===== src/rtl/srt_div_scheduler_pkg.sv =====
// Shared types and defaults for the SRT divider scheduler and its divider core.
package srt_div_scheduler_pkg;

  localparam int unsigned DATA_WIDTH_DEF  = 8;
  localparam int unsigned DIV_LATENCY_DEF = 8;

  typedef enum logic [1:0] {
    S_IDLE   = 2'd0,
    S_LAUNCH = 2'd1,
    S_WAIT   = 2'd2,
    S_RESP   = 2'd3
  } state_e;

  // Number of radix-4 digit iterations needed for a w-bit quotient.
  function automatic int unsigned div_iters(input int unsigned w);
    return (w + 1) / 2;
  endfunction

endpackage


===== src/rtl/srt_div_scheduler_div_core.sv =====
// Radix-4 digit-recurrence divider core: two quotient bits per cycle.
// The enable pulse loads the operands; results are stable div_iters(DATA_WIDTH)
// cycles after the enable edge and are held until the next enable.
// Ports:
//   clk, reset_n          clock, async active-low reset
//   en                    one-cycle start pulse
//   dividend, divisor     operands sampled on en
//   quotient, remainder   registered results
//   ov_flag               registered divide-by-zero flag
module srt_div_scheduler_div_core
  import srt_div_scheduler_pkg::*;
#(
  parameter int unsigned DATA_WIDTH = DATA_WIDTH_DEF
) (
  input  logic                  clk,
  input  logic                  reset_n,
  input  logic                  en,
  input  logic [DATA_WIDTH-1:0] dividend,
  input  logic [DATA_WIDTH-1:0] divisor,
  output logic [DATA_WIDTH-1:0] quotient,
  output logic [DATA_WIDTH-1:0] remainder,
  output logic                  ov_flag
);

  localparam int unsigned ITERS = div_iters(DATA_WIDTH);
  localparam int unsigned PW    = 2 * ITERS;
  localparam int unsigned IW    = $clog2(ITERS + 1);
  localparam int unsigned RW    = DATA_WIDTH + 2;

  logic [DATA_WIDTH-1:0] rem_q, rem_d;
  logic [DATA_WIDTH-1:0] dvs_q, dvs_d;
  logic [PW-1:0]         acc_q, acc_d;
  logic [IW-1:0]         iter_q, iter_d;
  logic                  ov_q, ov_d;

  logic [RW-1:0]         r4, d1, d2, d3, r_sel;
  logic [1:0]            digit;

  // Digit selection: largest multiple of the divisor not exceeding the shifted remainder.
  // acc_q shifts dividend bits out the top while quotient digits enter the bottom.
  always_comb begin
    r4     = {rem_q, acc_q[PW-1 -: 2]};
    d1     = RW'(dvs_q);
    d2     = d1 << 1;
    d3     = d1 + d2;
    digit  = 2'd0;
    r_sel  = r4;
    if (r4 >= d3) begin
      digit = 2'd3;
      r_sel = r4 - d3;
    end else if (r4 >= d2) begin
      digit = 2'd2;
      r_sel = r4 - d2;
    end else if (r4 >= d1) begin
      digit = 2'd1;
      r_sel = r4 - d1;
    end

    rem_d  = rem_q;
    dvs_d  = dvs_q;
    acc_d  = acc_q;
    iter_d = iter_q;
    ov_d   = ov_q;
    if (en) begin
      rem_d  = '0;
      acc_d  = PW'(dividend);
      dvs_d  = divisor;
      iter_d = IW'(ITERS);
      ov_d   = (divisor == '0);
    end else if (iter_q != '0) begin
      rem_d  = DATA_WIDTH'(r_sel);
      acc_d  = {acc_q[PW-3:0], digit};
      iter_d = iter_q - IW'(1);
    end
  end

  always_ff @(posedge clk or negedge reset_n) begin
    if (!reset_n) begin
      rem_q  <= '0;
      dvs_q  <= '0;
      acc_q  <= '0;
      iter_q <= '0;
      ov_q   <= 1'b0;
    end else begin
      rem_q  <= rem_d;
      dvs_q  <= dvs_d;
      acc_q  <= acc_d;
      iter_q <= iter_d;
      ov_q   <= ov_d;
    end
  end

  assign quotient  = acc_q[DATA_WIDTH-1:0];
  assign remainder = rem_q;
  assign ov_flag   = ov_q;

endmodule


===== src/rtl/srt_div_scheduler.sv =====
// Round-robin scheduler sharing one divider core among N_REQ requesters.
// One operation in flight: accept -> launch -> wait DIV_LATENCY -> hold response.
// Ports:
//   clk, reset_n                 clock, async active-low reset
//   req_valid/req_ready          per-requester request handshake (req_ready combinational)
//   req_dividend/req_divisor     packed operands, requester i at slice i
//   rsp_valid/rsp_ready          per-requester response handshake
//   rsp_quotient/remainder/ov    held result of the current response
//   busy                         high whenever not idle
module srt_div_scheduler
  import srt_div_scheduler_pkg::*;
#(
  parameter int unsigned N_REQ       = 4,
  parameter int unsigned DATA_WIDTH  = DATA_WIDTH_DEF,
  parameter int unsigned DIV_LATENCY = DIV_LATENCY_DEF
) (
  input  logic                        clk,
  input  logic                        reset_n,
  input  logic [N_REQ-1:0]            req_valid,
  output logic [N_REQ-1:0]            req_ready,
  input  logic [N_REQ*DATA_WIDTH-1:0] req_dividend,
  input  logic [N_REQ*DATA_WIDTH-1:0] req_divisor,
  output logic [N_REQ-1:0]            rsp_valid,
  input  logic [N_REQ-1:0]            rsp_ready,
  output logic [DATA_WIDTH-1:0]       rsp_quotient,
  output logic [DATA_WIDTH-1:0]       rsp_remainder,
  output logic                        rsp_ov_flag,
  output logic                        busy
);

  localparam int unsigned GW = (N_REQ > 1) ? $clog2(N_REQ) : 1;
  localparam int unsigned CW = (DIV_LATENCY > 1) ? $clog2(DIV_LATENCY) : 1;

  state_e                  state_q, state_d;
  logic [GW-1:0]           last_grant_q, last_grant_d;
  logic [GW-1:0]           grant_q, grant_d;
  logic [CW-1:0]           cnt_q, cnt_d;
  logic [DATA_WIDTH-1:0]   dvd_q, dvd_d, dvs_q, dvs_d;
  logic [DATA_WIDTH-1:0]   quot_q, quot_d, rem_q, rem_d;
  logic                    ov_q, ov_d;
  logic                    core_en_q, core_en_d;
  logic                    busy_q, busy_d;
  logic [N_REQ-1:0]        rsp_valid_q, rsp_valid_d;

  logic                    rr_found;
  logic [GW-1:0]           rr_idx, rr_cand;
  logic [DATA_WIDTH-1:0]   core_quot, core_rem;
  logic                    core_ov;

  // Round-robin search starting one past the last accepted requester.
  always_comb begin
    rr_found = 1'b0;
    rr_idx   = '0;
    rr_cand  = '0;
    for (int unsigned k = 1; k <= N_REQ; k++) begin
      rr_cand = GW'((32'(last_grant_q) + k) % N_REQ);
      if (!rr_found && req_valid[rr_cand]) begin
        rr_found = 1'b1;
        rr_idx   = rr_cand;
      end
    end
  end

  assign req_ready = (state_q == S_IDLE && rr_found) ? (N_REQ'(1) << rr_idx) : '0;

  // Next-state and datapath updates.
  always_comb begin
    state_d      = state_q;
    last_grant_d = last_grant_q;
    grant_d      = grant_q;
    cnt_d        = cnt_q;
    dvd_d        = dvd_q;
    dvs_d        = dvs_q;
    quot_d       = quot_q;
    rem_d        = rem_q;
    ov_d         = ov_q;
    core_en_d    = 1'b0;
    rsp_valid_d  = rsp_valid_q;
    case (state_q)
      S_IDLE: begin
        if (rr_found) begin
          state_d      = S_LAUNCH;
          last_grant_d = rr_idx;
          grant_d      = rr_idx;
          dvd_d        = req_dividend[32'(rr_idx) * DATA_WIDTH +: DATA_WIDTH];
          dvs_d        = req_divisor[32'(rr_idx) * DATA_WIDTH +: DATA_WIDTH];
          core_en_d    = 1'b1;
        end
      end
      S_LAUNCH: begin
        cnt_d   = CW'(DIV_LATENCY - 1);
        state_d = S_WAIT;
      end
      S_WAIT: begin
        if (cnt_q == '0) begin
          quot_d      = core_quot;
          rem_d       = core_rem;
          ov_d        = core_ov;
          rsp_valid_d = N_REQ'(1) << grant_q;
          state_d     = S_RESP;
        end else begin
          cnt_d = cnt_q - CW'(1);
        end
      end
      S_RESP: begin
        if (rsp_ready[grant_q]) begin
          rsp_valid_d = '0;
          state_d     = S_IDLE;
        end
      end
      default: state_d = S_IDLE;
    endcase
    busy_d = (state_d != S_IDLE);
  end

  always_ff @(posedge clk or negedge reset_n) begin
    if (!reset_n) begin
      state_q      <= S_IDLE;
      last_grant_q <= GW'(N_REQ - 1);
      grant_q      <= '0;
      cnt_q        <= '0;
      dvd_q        <= '0;
      dvs_q        <= '0;
      quot_q       <= '0;
      rem_q        <= '0;
      ov_q         <= 1'b0;
      core_en_q    <= 1'b0;
      busy_q       <= 1'b0;
      rsp_valid_q  <= '0;
    end else begin
      state_q      <= state_d;
      last_grant_q <= last_grant_d;
      grant_q      <= grant_d;
      cnt_q        <= cnt_d;
      dvd_q        <= dvd_d;
      dvs_q        <= dvs_d;
      quot_q       <= quot_d;
      rem_q        <= rem_d;
      ov_q         <= ov_d;
      core_en_q    <= core_en_d;
      busy_q       <= busy_d;
      rsp_valid_q  <= rsp_valid_d;
    end
  end

  srt_div_scheduler_div_core #(
    .DATA_WIDTH (DATA_WIDTH)
  ) u_div_core (
    .clk       (clk),
    .reset_n   (reset_n),
    .en        (core_en_q),
    .dividend  (dvd_q),
    .divisor   (dvs_q),
    .quotient  (core_quot),
    .remainder (core_rem),
    .ov_flag   (core_ov)
  );

  assign rsp_valid     = rsp_valid_q;
  assign rsp_quotient  = quot_q;
  assign rsp_remainder = rem_q;
  assign rsp_ov_flag   = ov_q;
  assign busy          = busy_q;

endmodule


===== config.mk =====
export PLATFORM = sky130hd
export DESIGN_NAME = srt_div_scheduler
export DESIGN_NICKNAME = d
export VERILOG_FILES = /design/src/rtl/srt_div_scheduler_pkg.sv /design/src/rtl/srt_div_scheduler_div_core.sv /design/src/rtl/srt_div_scheduler.sv
export SDC_FILE = /design/constraint.sdc
export NUM_CORES = 1
export LEC_CHECK = 0
export ABC_AREA = 1
export CORE_ASPECT_RATIO = 2
export CORE_MARGIN = 2
export CORE_UTILIZATION = 50
export CTS_BUF_LIST = sky130_fd_sc_hd__clkbuf_16
export DETAILED_ROUTE_END_ITERATION = 8
export GPL_TIMING_DRIVEN = 0
export PLACE_DENSITY_LB_ADDON = 0.25
export SLEW_MARGIN = 40
export SYNTH_ARGS = -nofsm -noshare
export SYNTH_HDL_FRONTEND = slang
export SYNTH_SLANG_ARGS = --single-unit

===== constraint.sdc =====
create_clock -name clk -period 4.8 [get_ports clk]
set_clock_uncertainty 0.1 [all_clocks]
set_input_delay 1.2 -clock clk [delete_from_list [all_inputs] [get_ports clk]]
set_output_delay 1.2 -clock clk [all_outputs]
set_load 0.05 [all_outputs]

# Yosys cells after proc, flatten, opt, wreduce, memory -nomap -nowiden

Cells that the tools add are included.

Output and inout port bits: 26
Register bits: 76
Word-level logic and storage cells: 106
Input port bits: 74

Reduce and logical (&&, ||, !) cells: 19
Equal/unequal tests: 6
Muxes and demuxes: 42
Add/subtract/negate cells: 10
Magnitude comparators: 8
Shift operators: 4

Operators with widths:

| kind                                                                         | count |
|---|---|
| 32-bit by 6-bit indexed part select with 8-bit output                        | 2 |
| 8-bit 2-to-1 mux                                                             | 7 |
| 8-bit subtractor                                                             | 3 |
| 2-bit 2-to-1 mux                                                             | 9 |
| 2-bit by 3-bit less-than comparator with 1-bit output, second input constant | 5 |
| 1-bit 2-to-1 mux                                                             | 12 |
| 4-bit 2-to-1 mux                                                             | 3 |
| 8-bit by 9-bit adder with 10-bit output                                      | 1 |
| 1-bit binary-select mux with 2-bit select                                    | 5 |
| 10-bit >= comparator                                                         | 1 |
| 10-bit by 8-bit >= comparator with 1-bit output                              | 1 |
| 10-bit by 9-bit >= comparator with 1-bit output                              | 1 |
| 3-bit 2-to-1 mux                                                             | 3 |
| 8-bit logical NOT                                                            | 1 |
| 2-bit one-hot mux with 4 select lines                                        | 1 |
| 4-bit one-hot mux with 2 select lines                                        | 1 |
| 2-bit nonzero test                                                           | 4 |
| 1-bit by 2-bit left shift with 4-bit output, first input constant            | 2 |
| 2-bit inequality test, second input constant                                 | 3 |
| 3-bit one-hot mux with 2 select lines                                        | 1 |
| 2-bit AND reduction                                                          | 3 |
| 3-bit by 1-bit subtractor with 3-bit output, second input constant           | 2 |
| 2-bit by 1-bit adder with 2-bit output, second input constant                | 2 |
| 2-bit adder, second input constant                                           | 2 |
| other kinds (8)                                                              | 14 |

# Depth between registers and ports, before layout

Depth after elaboration: 16
Mapped depth: 20
Mapped depth without buffers: 20

# Hierarchy

From an unflattened synthesis, not the netlist that was laid out.

Cells, all modules: 776
Area, all modules: 5615.4 um2

By module, submodules not included:

| module                     | cells an instance | instances | sequential area each (um2) | area an instance (um2) |
|---|---|---|---|---|
| srt_div_scheduler_div_core | 427               | 1         | 700.7                      | 2889.0 |
| srt_div_scheduler          | 349               | 1         | 1203.7                     | 2726.4 |

# Worst setup path before layout

Ideal clock, no wire load.

Path type: input to output
From: in req_valid[3]
To: out req_ready[0]
Path buffers: 2
Stages: 9
Arrival: 3232 ps
Required time: 3500 ps
Setup slack: 268 ps
Path through: nand2_1 -> nand2_1 -> inv_1 -> o21ai_2 -> nand3b_1 -> nand2_2 -> buf_6 -> buf_2 -> nor3_1

Longest elaborated chain between the ends: 14
Elaborated cells on any way between the ends: 25
Those cells by class: shift (1); mux (17); reduce/logical (7)

Ends and longest elaborated chain:

| element                                                                                 | line                    | RTL |
|---|---|---|
| start: declaration                                                                      | srt_div_scheduler.sv:19 | `input logic [N_REQ-1:0] req_valid,` |
| 1-bit binary-select mux with 2-bit select                                               | srt_div_scheduler.sv:57 | `if (!rr_found && req_valid[rr_cand]) begin` |
| 1-bit 2-to-1 mux (implied by the code)                                                  | srt_div_scheduler.sv:57 |  |
| 1-bit 2-to-1 mux                                                                        | srt_div_scheduler.sv:57 |  |
| 1-bit logical NOT                                                                       | srt_div_scheduler.sv:57 |  |
| 1-bit logical AND                                                                       | srt_div_scheduler.sv:57 |  |
| 1-bit 2-to-1 mux                                                                        | srt_div_scheduler.sv:57 |  |
| 1-bit logical NOT                                                                       | srt_div_scheduler.sv:57 |  |
| 1-bit logical AND                                                                       | srt_div_scheduler.sv:57 |  |
| 1-bit 2-to-1 mux                                                                        | srt_div_scheduler.sv:57 |  |
| 1-bit logical NOT                                                                       | srt_div_scheduler.sv:57 |  |
| 1-bit logical AND                                                                       | srt_div_scheduler.sv:57 |  |
| 2-bit 2-to-1 mux / 1-bit 2-to-1 mux (equally long branches)                             | srt_div_scheduler.sv:57 |  |
| 1-bit by 2-bit left shift with 4-bit output / 1-bit logical AND (equally long branches) | srt_div_scheduler.sv:64 | `assign req_ready = (state_q == S_IDLE && rr_found) ? (N_REQ'(1) << rr_idx) : '0;` |
| 4-bit 2-to-1 mux *                                                                      | srt_div_scheduler.sv:64 |  |
| end: declaration                                                                        | srt_div_scheduler.sv:20 | `output logic [N_REQ-1:0] req_ready,` |

Mark *: on every way between the ends. The rest lies on a longest branch, timed or not. The select of a mux whose other input is x is not followed.

# Worst setup path in the final report

From: in req_valid[0]
To: out req_ready[1]

The elaborated chain is that of the path after synthesis.

==> impl_results.md <==
- Main synth FF type: dfrtp_1
- Initial core utilization: roughly 50%
- Drt first pass iters: 7
- Slowest-stage cell, CP: clkdlybuf4s50_1
- CTS tree: yes
- Clock Path Buffers: 2
- CP Buf/Inv Count: 3
- Initial antenna violation count: 0
- Fmax achieved: 0.2171 GHz
- Post-Synthesis Cells: approximately 770
- Post-CTS setup buffer count: 0
- Crit path capture type: primary output
- Chip Width: 78.43 um
- DR WL/cell: roughly 16 um
- Slew headroom: 49.67%
- Antenna-violating nets left: 0
- Worst Path Required: 3.50 ns
- Flop and latch count out of synthesis: 76
- Detail Placement HPWL: 13.30 mm
- Synth top area cells: dfrtp_1 (33%), nand2_1 (14%), ha_1 (8.4%)
- Max Cap Viol: 0
- Endpoints failing setup: 0
- GRT Overall Usage: 27.19%
- Post-synth top area cell: dfrtp_1
- Post-synthesis area per instance: 7.231 sq um
- Top post-synthesis cells by count: nand2_1 (213), inv_1 (116), nand3_1 (84), dfrtp_1 (74), o21ai_0 (51)
- Die ar.: approximately 12000 sq um
- Final hold vios: 0
- Root Driver: clkbuf_16
- Hold Crit Class: flop to flop
- Post-synthesis sequential area ratio: 34.38%
- Number of fill cells: 1014
- Final worst-path cycle share: between 90% and 100%
- Num Clock Sinks: 76
- Htree depth: 3
- Distinct cell type count after synthesis: 46
- WP data arrival: 3.31 ns
- Via/cell ratio: 5.343
- Status: finished, final reports clean
- Warnings, synthesis: 0
- Number of global-route vias before repair: around 5600
- Top delay family on crit path: simple AND/OR/NAND/NOR gates
- Worst-Skew Late Latency: 0.34 ns
- Antenna cells: 0
- Slew Viols, Final: 0
- Worst path most repeated cell: nand2_1
- Clock-pin slew on the worst setup and hold paths: ~0.060 ns
- Post-Syn Nets: 881
- Final GP Congestion: 0.9636
- Worst Setup Path Type: input port to primary output
- Layout cells sized above 1: 6.689%
- Mapped cell area: 5539 sq um
- Vias: 5461
- Post-synth EDFFs: 0
- Core footprint: 10880 sq um
- Slowest stage delay, CP: 0.45 ns
- Global-route wire length before repair: 25.54 mm
- Final global-route overflow total: 0
- CP max FO: 10
- CTS Buf Count: 9
- Final wirelength: approximately 16 mm
- RSZ-0062 raised after global routing: no
- Die Y: 152.9 um
- Sequence of cells on the critical path: clkdlybuf4s50_1 -> nand2_1 -> nand2_1 -> nand2_1 -> nand2_4 -> nor2_8 -> nand4_4 -> nand3_2 -> clkbuf_4 -> nand2_1 -> nor2_1 -> buf_2
- Area post-placement: a little under 7000 sq um
- Area growth from synthesis to final layout: 26.90%
- Min Tclk post-route: around 4.6 ns
- Setup crit start kind: input port
- Initial DRC count: 245
- Async SR Flop Fraction: between 90% and 100%
- Design area: 7029 sq um
- Hold Buf Count CTS: 0
- Most common cell in the netlist: nand2_1
- # rows: 54
- IO Port Bufs: 99
- IO Count: 100
- Worst-margin pin slew: approximately 0.75 ns
- Largest net degree at the start of global routing: 59
- Area share of the largest cell type after synthesis: around a third
- Final net count: 992
- Drt drc: 0
[cell families after synthesis]
kind of cell | share of synthesized area (%)
buffers and inverters | 10.10
multiplexers | 0.8131
AND/OR/NAND/NOR | 29.95
XOR/XNOR | 3.004
flip-flops | 34.38
adder cells (fa/ha/maj) | 9.803
AO/OA/AOI/OAI | 11.95
[tightest hold or removal path, stage by stage, from the launching register on]
cell and delay [ns]:
dfrtp_1 0.34, nand2_1 0.05, o21ai_0 0.06
[layout by cell type, fill, tap and decap left out, types with 3 or more instances in the layout]
cell and n:
a21oi_1 38, xor2_1 8, clkdlybuf4s50_1 94, inv_1 116
nor2_1 26, dfrtp_1 74, buf_2 7, o211ai_1 3
nand3_1 84, ha_1 37, or2_2 5, xnor2_1 11
o221ai_1 4, nor3_1 7, mux2_2 4, nand4_1 6
clkbuf_1 13, clkbuf_16 9, o32ai_1 4, nand2_1 213
fa_1 4, buf_6 3, or2_1 14, o21ai_0 51
inv_2 4
[final cells by class]
cell class,count,area (sq um),share of cell area (%)
Inverter,120,450.4,6.408
Buffer,22,111.4,1.584
Clock inverter,7,82.58,1.175
Multi-Input combinational cell,548,3075,43.75
Tap cell,140,175.2,2.492
Timing Repair Buffer,100,1005,14.29
Sequential cell,76,1904,27.09
Clock buffer,9,225.2,3.204
[registers in the layout, indices dropped and copies added, names as in the netlist, 3 cells and up]
signal and flops:
u_div_core.iter_q 3, u_div_core.remainder 8, u_div_core.dvs_q 8, dvd_q 8
dvs_q 8, rsp_quotient 8, u_div_core.quotient 8, cnt_q 3
rsp_remainder 8, rsp_valid 4
[stage by stage]
step                instances  hold WS [ns]  setup slack (ns)  TNS (ns)  util (%)
CTS                      1022        0.3889           0.02011         0     64.78
global route             1022        0.4157           0.01371         0     64.62
detailed placement       1006        0.3740           -0.4056    -1.451     61.90
finish                   1022        0.3854            0.1933         0     64.62
floorplan                 766        0.3492            0.2684         0         -
global placement         1005        0.3673           -0.3957    -4.293     61.64
[timing repair]
action / in CTS / in global routing
resized for setup: 13 / 12
gates cloned: 0 / 0
hold endpoints to repair: 0 / 0
setup endpoints to repair: 4 / 4
[path summary, 6_finish.rpt]
kind                                                  from                                  end  slack, ns  depth (start not counted)
max                                           req_valid[0]                         req_ready[1]       0.19                         12
max in group asynchronous                          reset_n      u_div_core.dvs_q[3]$_DFFE_PN0P_       3.47                          2
max reg2reg                u_div_core.dvs_q[0]$_DFFE_PN0P_  u_div_core.remainder[6]$_DFFE_PN0P_       0.96                         15
min reg2reg                    rsp_quotient[0]$_DFFE_PN0P_          rsp_quotient[0]$_DFFE_PN0P_       0.39                          2
min                            rsp_quotient[0]$_DFFE_PN0P_          rsp_quotient[0]$_DFFE_PN0P_       0.39                          2
min in group asynchronous                          reset_n          rsp_quotient[3]$_DFFE_PN0P_       0.59                          1
[routing by layer]
| metal | wire (um) | global-route usage (%) | vias up |
|---|---|---|---|
| li1 | - | - | 2696 |
| met1 | 5384 | 24.82 | 2574 |
| met2 | 9391 | 54.60 | 150 |
| met3 | 494 | 3.129 | 41 |
| met4 | 834 | 15.87 | 0 |
| met5 | 0 | 0 | - |
Power is left out: the tool's default activity adds up to more than one toggle a clock period on the data nets, which glitch-free logic cannot reach.
